==> config.mk <==
export PLATFORM = sky130hd
export DESIGN_NAME = sipo_deserializer_param
export DESIGN_NICKNAME = d
export VERILOG_FILES = /design/src/rtl/sipo_deserializer_param.sv
export SDC_FILE = /design/constraint.sdc
export NUM_CORES = 1
export LEC_CHECK = 0
export ABC_AREA = 1
export BUFFER_PORTS_ARGS = -buffer_cell sky130_fd_sc_hd__buf_2
export CORE_UTILIZATION = 50
export CTS_BUF_LIST = sky130_fd_sc_hd__clkbuf_16
export DETAILED_ROUTE_END_ITERATION = 8
export PLACE_DENSITY = 0.8
export SYNTH_ARGS = -nofsm -noshare
export SYNTH_HDL_FRONTEND = slang
export SYNTH_SLANG_ARGS = --single-unit
==> constraint.sdc <==
create_clock -name clk -period 2.69 [get_ports clk]
set_clock_uncertainty 0.2 [all_clocks]
set_input_delay 0.538 -clock clk [delete_from_list [all_inputs] [get_ports clk]]
set_output_delay 0.538 -clock clk [all_outputs]
set_load 0.02 [all_outputs]
==> src/rtl/sipo_deserializer_param.sv <==
// Serial-in/parallel-out deserializer with selectable bit order, word framing,
// a valid/ready holding register, sticky overrun detection and partial-word flush.
//
// Handshake: q_valid is high while q holds an unconsumed word. A word is
// consumed at a rising edge where q_valid && q_ready; q_ready while q_valid is
// low does nothing. A word completing at the same edge as a consume replaces q
// and keeps q_valid high without flagging overrun. A word completing while
// q_valid is high and q_ready is low overwrites q (newest data wins) and sets
// the sticky overrun flag, which only rst or clr clear.
module sipo_deserializer_param #(
   parameter int WIDTH     = 8,
   parameter bit LSB_FIRST = 1'b1,
   localparam int CW       = $clog2(WIDTH)
) (
   input  logic             clk,
   input  logic             rst,
   input  logic             d,
   input  logic             d_en,
   input  logic             clr,
   input  logic             q_ready,
   output logic [WIDTH-1:0] shreg,
   output logic [CW-1:0]    bit_cnt,
   output logic [WIDTH-1:0] q,
   output logic             q_valid,
   output logic             overrun
);

   localparam logic [CW-1:0] LAST_CNT = CW'(WIDTH - 1);

   logic [WIDTH-1:0] shifted;
   logic             accept;
   logic             complete;
   logic             consume;

   // Next shift-register value and the framing/handshake events of this cycle.
   always_comb begin
      shifted  = '0;
      if (LSB_FIRST) begin
         shifted = {d, shreg[WIDTH-1:1]};
      end else begin
         shifted = {shreg[WIDTH-2:0], d};
      end
      accept   = d_en && !clr;
      complete = accept && (bit_cnt == LAST_CNT);
      consume  = q_valid && q_ready;
   end

   // Shift register and bit counter: flush on clr, otherwise shift on d_en.
   always_ff @(posedge clk) begin
      if (rst) begin
         shreg   <= '0;
         bit_cnt <= '0;
      end else if (clr) begin
         shreg   <= '0;
         bit_cnt <= '0;
      end else if (accept) begin
         shreg <= shifted;
         if (complete) begin
            bit_cnt <= '0;
         end else begin
            bit_cnt <= bit_cnt + 1'b1;
         end
      end
   end

   // Holding register, valid flag and sticky overrun; clr leaves q/q_valid alone.
   always_ff @(posedge clk) begin
      if (rst) begin
         q       <= '0;
         q_valid <= 1'b0;
         overrun <= 1'b0;
      end else begin
         if (clr) begin
            overrun <= 1'b0;
         end
         if (complete) begin
            q       <= shifted;
            q_valid <= 1'b1;
            if (q_valid && !q_ready) begin
               overrun <= 1'b1;
            end
         end else if (consume) begin
            q_valid <= 1'b0;
         end
      end
   end

endmodule

==> metrics.yaml, run 1 <==
sta:
  drv_slew: 0
  period_needed_ps: 1560
  setup_violations: 0
  max_freq_mhz: 641.2
  hold_ws_ps: 269.0
  worst_slew_pin_slew_ps: 588.2
  hold_violations: 0
  setup_ws_ps: 1130
  setup_tns_ps: 0
  period_share: 0.5798
  relSlewSlack: 0.6064
  grt_setup_unrepaired: "false"
floorplan:
  start_util: 0.5511
  ioPinCount: 27
  die-area_sq_um: 1868
  die_w_um: 43.22
  std_cell_rows: 14
  die_y_um: 43.22
  core_sq_um: 1541
route:
  drc: 0
  avgViaCountPerCell: 4.548
  antenna_left: 0
  routedWlPerCell_um: 9.568
  drt-initial-drc-count: 15
  routed_wl_um: 1483
  dr.pass1.iters: 4
  vias: 705
place:
  place.gp.congestion: 0.7981
  placement.io_buffers: 26
  dp.final_hpwl_um: 1036
  place_ws_ps: 985.0
  placedCellCount: 151
  place_area_sq_um: 969.7
worst_setup_path:
  critPathCaptureType: "primary output"
  slowest_delay_ps: 380
  cp_num_buf_inv: 1
  cp_max_fo: 4
  r2r-start: "bit_cnt[0]$_SDFFE_PP0P_"
  critPathSlowestCell: "dfxtp_1"
  r2r-end: "q[4]$_SDFFE_PP0P_"
  path_cells: "buf_2"
  r2r_cells: 6
  crit_arrival_ps: 820
  worst-setup-path-type: "register to primary output"
  r2r_slack_ps: 1190
  crit_required_ps: 1950
  path_delay_family: "flip-flops"
  critical_path.startpoint_type: "register"
power_and_ir_drop:
  peakVddDrop_mv: 0.3736
  power_leakage_nw: 0.5853
  total_power_mw: 0.6647
  p_per_area_nw_per_um2: 633.9
global_routing:
  grt_pass1_wl_um: 2490
  grt_start_max_net_pins: 19
  grt_overflow_total: 0
  grt.total_usage: 0.1835
  grt_pass1_vias: 597
  antenna_found_initial: 0
synthesis:
  synthArstFlopShare: 0
  synth_edf_count: 0
  synth_cells: 112
  yosysTopAreaCellShare: 0.4948
  synth_seq_area_share: 0.4948
  yosysTopAreaCell: "dfxtp_1"
  syn_nets: 120
  ys_top_cells_by_area: "dfxtp_1 49%, nor2_1 13%, nand2_1 8.4%, inv_1 6.6%, o21ai_0 5.9%"
  yosys_warnings: 0
  syn_area_sq_um: 849.6
  avgSynthCellArea_sq_um: 7.585
  yosysMostFrequentCell: "nor2_1"
  ys_types: 15
  yosys_most_used_dff: "dfxtp_1"
  synth_commonest_cells: "30 x nor2_1, 21 x dfxtp_1, 19 x nand2_1"
  synth.ff_latch_count: 21
final_layout:
  drive_above_1_share: 0.2446
  final_core_util: 0.6802
  design_area_sq_um: 1049
  nets: 148
  syn_to_final_growth_pct: 23.42
  multi_input_area_sq_um: 339.1
  stdcell_count: 155
  fillers: 139
  seqCellArea_sq_um: 420.4
  diodes: 0
cts:
  cts-root-buf: "clkbuf_16"
  cts_setup_buffers: 0
  htreeDepth: 1
  clk_latency_ps: 250
  postCtsHoldBufs: 0
  cts_resized: 0
  cts_tree: "yes"
  cts_made_buffers: 3
  cts_num_sinks: 21
  cts.path.max_buffers: 2
  clkSlewWorstSetupHoldPaths_ps: 60
worst_hold_path:
  hp-start: "overrun$_SDFF_PP0_"
  hold_class: "register to register"
  hold_end: "overrun$_SDFF_PP0_"
  holdPathStages: 2
job:
  cap_violations: 0
outcome:
  outcome: "completed"
-- layout make-up --
| type | instances | area share |
|---|---|---|
| flip-flops and latches | 21 | 0.4010 |
| well taps | 16 | 0.01909 |
| clock inverters | 1 | 0.003580 |
| inverters | 16 | 0.05728 |
| repair buffers | 26 | 0.1241 |
| clock buffers | 3 | 0.07160 |
| multi-input cells | 72 | 0.3234 |
-- layer usage --
layer / part of all wire / vias up / track usage / wire [um]
met5: 0 / - / 0 / 0
met4: 0.012 / 0 / 0.1091 / 18
met3: 0.053 / 4 / 0.04255 / 79
met2: 0.46 / 20 / 0.2836 / 677
met1: 0.48 / 282 / 0.2299 / 708
li1: - / 399 / - / -
-- flip-flops by register name, summed over array words and instances, names as in the netlist --
signal	flops
q	8
shreg	8
q_valid	1
overrun	1
bit_cnt	3
-- how the worst max path moves through the flow --
stage / depth (start not counted) / from / endpoint
2_1_floorplan: 6 / bit_cnt[0]$_SDFFE_PP0P_ / q[1]$_SDFFE_PP0P_
3_3_place_gp: 4 / rst / shreg[4]$_SDFFE_PP0P_
3_5_place_dp: 4 / clr / bit_cnt[1]$_SDFFE_PP0P_
4_1_cts: 1 / shreg[7]$_SDFFE_PP0P_ / shreg[7]
5_1_grt: 4 / rst / shreg[5]$_SDFFE_PP0P_
6_report: 1 / shreg[7]$_SDFFE_PP0P_ / shreg[7]
-- layout by cell type (no fill, tap or decap) --
cell / instances
a21oi_1: 5
buf_2: 26
clkbuf_16: 3
clkinv_1: 1
dfxtp_1: 21
ha_1: 2
inv_1: 16
nand2_1: 19
nand2_2: 1
nand3_4: 1
nand3b_1: 1
nor2_1: 30
nor2_2: 1
o21ai_0: 10
o21ai_2: 2
-- cell families (layout without fill, tap and decap cells) --
| logic type | Yosys count | count (layout) | share of synthesized area |
|---|---|---|---|
| AO/OA/AOI/OAI | 17 | 17 | 0.1090 |
| adder cells (fa/ha/maj) | 2 | 2 | 0.02945 |
| buffers and inverters | 19 | 46 | 0.1060 |
| flip-flops | 21 | 21 | 0.4948 |
| AND/OR/NAND/NOR | 53 | 53 | 0.2607 |
-- power breakdown --
part           internal, mW  switching (mW)  total (mW)
logic                0.0124          0.0267      0.0392
registers             0.317         0.00495       0.322
clock network         0.198           0.106       0.303
Power figures use the tool's default switching activity.
==> run 2, diff against run 1 <==
--- a/config.mk
+++ b/config.mk
@@ -5,12 +5,12 @@
 export SDC_FILE = /design/constraint.sdc
 export NUM_CORES = 1
 export LEC_CHECK = 0
-export ABC_AREA = 1
+export ABC_AREA = 0
 export BUFFER_PORTS_ARGS = -buffer_cell sky130_fd_sc_hd__buf_2
-export CORE_UTILIZATION = 50
+export CORE_UTILIZATION = 44
 export CTS_BUF_LIST = sky130_fd_sc_hd__clkbuf_16
 export DETAILED_ROUTE_END_ITERATION = 8
-export PLACE_DENSITY = 0.8
+export PLACE_DENSITY = 0.74
 export SYNTH_ARGS = -nofsm -noshare
 export SYNTH_HDL_FRONTEND = slang
 export SYNTH_SLANG_ARGS = --single-unit
==> constraint.sdc (replaced) <==
create_clock -name clk -period 1.4 [get_ports clk]
set_clock_uncertainty 0.2 [all_clocks]
set_input_delay 0.28 -clock clk [delete_from_list [all_inputs] [get_ports clk]]
set_output_delay 0.28 -clock clk [all_outputs]
set_load 0.02 [all_outputs]
==> run 2 against run 1 <==
Against the previous run:
- the run now ends with negative setup slack left
- non-clock buffer count rose by 10
- critical path depth rose by 4
- global-route usage decreased by 0.67 points
- register-to-register slack worse by 1200 ps
- worst hold slack got worse by 170 ps
- final cell count decreased by 7.7%
- core utilization shrank 0.59 points
- sequential share of layout area decreased by 4.8 points
- area after synthesis is 3.8% higher
- count of clock-buffer cells in the layout did not move
==> metrics.yaml, run 2 <==
outcome:
  outcome: "complete, but fails checks"
  violations: "negative setup slack"
place:
  placedCellCount: 134  # -11%
  place_area_sq_um: 1072  # +11%
  place.gp.congestion: 0.7176  # -10%
  dp.final_hpwl_um: 1157  # +12%
  placement.io_buffers: 26  # unchanged
worst_hold_path:
  hold_class: "primary input to register"
  holdPathStages: 3  # +1
  hp-start: "d"
job:
  cap_violations: 0  # unchanged
worst_setup_path:
  r2r-end: "q[0]$_SDFFE_PP0P_"
  critPathSlowestCell: "dfxtp_4"
  cp_max_fo: 4  # unchanged
  cp_common_cell: "ha_4"
  slowest_delay_ps: 350  # -30 ps
  crit_arrival_ps: 1390  # +570 ps
  r2r_slack_ps: -50  # -1240 ps
  worst-setup-path-type: "register to register"
  critPathCaptureType: "register"
  crit_start: "bit_cnt[0]$_SDFFE_PP0P_"
  r2r_cells: 5  # -1
  crit_required_ps: 1340  # -610 ps
  r2r-start: "bit_cnt[0]$_SDFFE_PP0P_"
  path_cells: "ha_4 > ha_4 > and3b_2 > buf_6 > mux2i_1"
  critical_path.startpoint_type: "register"
  endpoint: "q[0]$_SDFFE_PP0P_"
global_routing:
  antenna_found_initial: 0  # unchanged
  grt.total_usage: 0.1768  # -0.006743
  grt_pass1_wl_um: 2684  # +7.8%
  grt_start_max_net_pins: 20  # +1
  grt_pass1_vias: 634  # +6.2%
  grt_overflow_total: 0  # unchanged
cts:
  cts_made_buffers: 3  # unchanged
  cts_num_sinks: 21  # unchanged
  cts.path.max_buffers: 2  # unchanged
  postCtsHoldBufs: 0  # unchanged
  clkSlewWorstSetupHoldPaths_ps: 60  # about the same
  cts-root-buf: "clkbuf_16"
  cts_tree: "yes"
  clk_latency_ps: 250  # about the same
  htreeDepth: 1  # unchanged
synthesis:
  synth_edf_count: 0  # unchanged
  yosys_most_used_dff: "dfxtp_1"
  yosys_warnings: 0  # unchanged
  avgSynthCellArea_sq_um: 10.63  # +40%
  yosysTopAreaCellShare: 0.4766  # -0.01825
  synthAdderAreaFrac: 0.02837  # -0.001086
  synth_top_family_by_area: "simple AND/OR/NAND/NOR gates"
  synth_mux_area_frac: 0.1929  # +0.1929
  synth_xor_area_frac: 0  # unchanged
  synth.ff_latch_count: 21  # unchanged
  ys_top_cells_by_area: "dfxtp_1 48%, mux2i_1 19%, nand2b_1 13%, nor2_1 3.8%, ha_1 2.8%"
  yosysMostFrequentCell: "dfxtp_1"
  syn_area_sq_um: 882.1  # +3.8%
  synthArstFlopShare: 0  # unchanged
  yosys.area_share.simple: 0.2199  # -0.04082
  synth_seq_area_share: 0.4766  # -0.01825
  synth_commonest_cells: "21 x dfxtp_1, 19 x nand2b_1, 17 x mux2i_1"
  syn_nets: 91  # -24%
  ys_types: 16  # +1
  synth-compound-area-share: 0.03121  # -0.07778
  yosysTopAreaCell: "dfxtp_1"
  synth_cells: 83  # -26%
sta:
  period_share: 1.039
  setup_violations: 9  # +9
  worst_slew_pin_slew_ps: 250.7  # -337.5 ps
  max_freq_mhz: 687.7
  hold_ws_ps: 96.42  # -172.6 ps
  setup_ws_ps: -54.15  # -1185 ps
  period_needed_ps: 1454
  hold_violations: 0  # unchanged
  grt_setup_unrepaired: "true"
  drv_slew: 0  # unchanged
  relSlewSlack: 0.8329  # +0.2265
route:
  routed_wl_um: 1646  # +11%
  vias: 694  # -1.6%
  routedWlPerCell_um: 11.51  # +20%
  drc: 0  # unchanged
  drt-initial-drc-count: 9  # -6
  avgViaCountPerCell: 4.853  # +6.7%
  dr.pass1.iters: 4  # unchanged
  antenna_left: 0  # unchanged
power_and_ir_drop:
  power_leakage_nw: 0.5367  # -8.3%
  clkPwrFrac: 0.473  # +0.017
  p_sw_frac: 0.1986  # -0.007918
  p_seq_frac: 0.475  # -0.010
  p_per_area_nw_per_um2: 1042  # +64%
  comb_power_share: 0.052  # -0.007
  intPower_mw: 1.014  # +92%
  switching_power_mw: 0.2513  # +83%
  peakVddDrop_mv: 0.9424  # +150%
floorplan:
  die_w_um: 46.78  # +8.2%
  die_y_um: 46.78  # +8.2%
  start_util: 0.4896  # -0.06155
  die-area_sq_um: 2188  # +17%
  std_cell_rows: 15  # +1
  ioPinCount: 27  # unchanged
  core_sq_um: 1802  # +17%
final_layout:
  drive_above_1_share: 0.4153  # +0.1706
  fillers: 152  # +9.4%
  stdcell_count: 143  # -7.7%
  top_regs: "q (8), shreg (8), bit_cnt (3)"
  syn_to_final_growth_pct: 37.73
  multi_input_area_sq_um: 450.4  # +33%
  layout_commonest_cell: "buf_2"
  final_cell_mix: "26 x buf_2, 19 x nand2b_1, 18 x dfxtp_1"
  diodes: 0  # unchanged
  design_area_sq_um: 1215  # +16%
  seqCellArea_sq_um: 429.2  # +2.1%
  final_core_util: 0.6743  # -0.005889
  nets: 127  # -14%
## run 2: cell count changes after synthesis, moves of 2 or more
cell      change
o21ai_2       -2
nand2b_1     +19
nor2_1       -21
inv_1        -14
mux2i_1      +17
o21ai_0      -10
nand2_1      -19
a21oi_1       -3
## run 2: power by group through the flow
stage               Sequential, mW  Combinational [mW]  Clock, mW
floorplan                    0.618              0.0446          0
global placement             0.614              0.0640          0
detailed placement           0.614              0.0653          0
CTS                          0.601              0.0654      0.604
global route                 0.601              0.0710      0.642
finish                       0.601              0.0657      0.599
## run 2: repair_timing
item / 4_1_cts / 5_1_grt
buffers inserted: 5 / 0
gates resized for setup: 6 / 1
setup endpoints to repair: 10 / 11
pin swaps: 3 / 2
hold endpoints to repair: 0 / 0
## run 2: cell families after synthesis
family	count (synthesis)
AO/OA/AOI/OAI	4
adder cells (fa/ha/maj)	2
buffers and inverters	6
flip-flops	21
multiplexers	17
AND/OR/NAND/NOR	33
## run 2: layout make-up
cell class | count | area share
clock buffers | 3 | 0.06179
clock inverters | 1 | 0.004119
inverters | 1 | 0.003090
multi-input cells | 56 | 0.3708
flip-flops and latches | 21 | 0.3532
well taps | 25 | 0.02575
repair buffers | 36 | 0.1813
## run 2: how the worst min path moves through the flow
stage	endpoint
final	shreg[7]$_SDFFE_PP0P_
after global routing	shreg[7]$_SDFFE_PP0P_
after CTS	shreg[7]$_SDFFE_PP0P_
after detailed placement	overrun$_SDFF_PP0_
after global placement	overrun$_SDFF_PP0_
after floorplan	shreg[7]$_SDFFE_PP0P_
## run 2: metrics by stage
step	setup WS [ps]	setup TNS [ps]	power, mW
after CTS	-45.19	-336.0	1.270
final	-54.15	-394.1	1.266
after detailed placement	-191.6	-1497	0.6798
after global placement	-143.1	-1104	0.6783
after floorplan	-41.35	-41.35	0.6628
after global routing	-132.6	-856.4	1.314
## run 2: worst max-delay path, delay by kind of cell (launching register included)
kind                       cells  cell delay, ps
and+or+nand+nor                1             240
buffers and inverters          1             130
DFF                            1             350
adders and majority gates      2             310
muxes                          1             110
## run 2: metal layers
| layer | share of wire | track usage | up-vias |
|---|---|---|---|
| met3 | 0.050 | 0.03462 | 4 |
| met4 | 0.016 | 0.09714 | 0 |
| met1 | 0.43 | 0.2162 | 324 |
| met5 | 0 | 0 | - |
| li1 | - | - | 346 |
| met2 | 0.50 | 0.2917 | 20 |
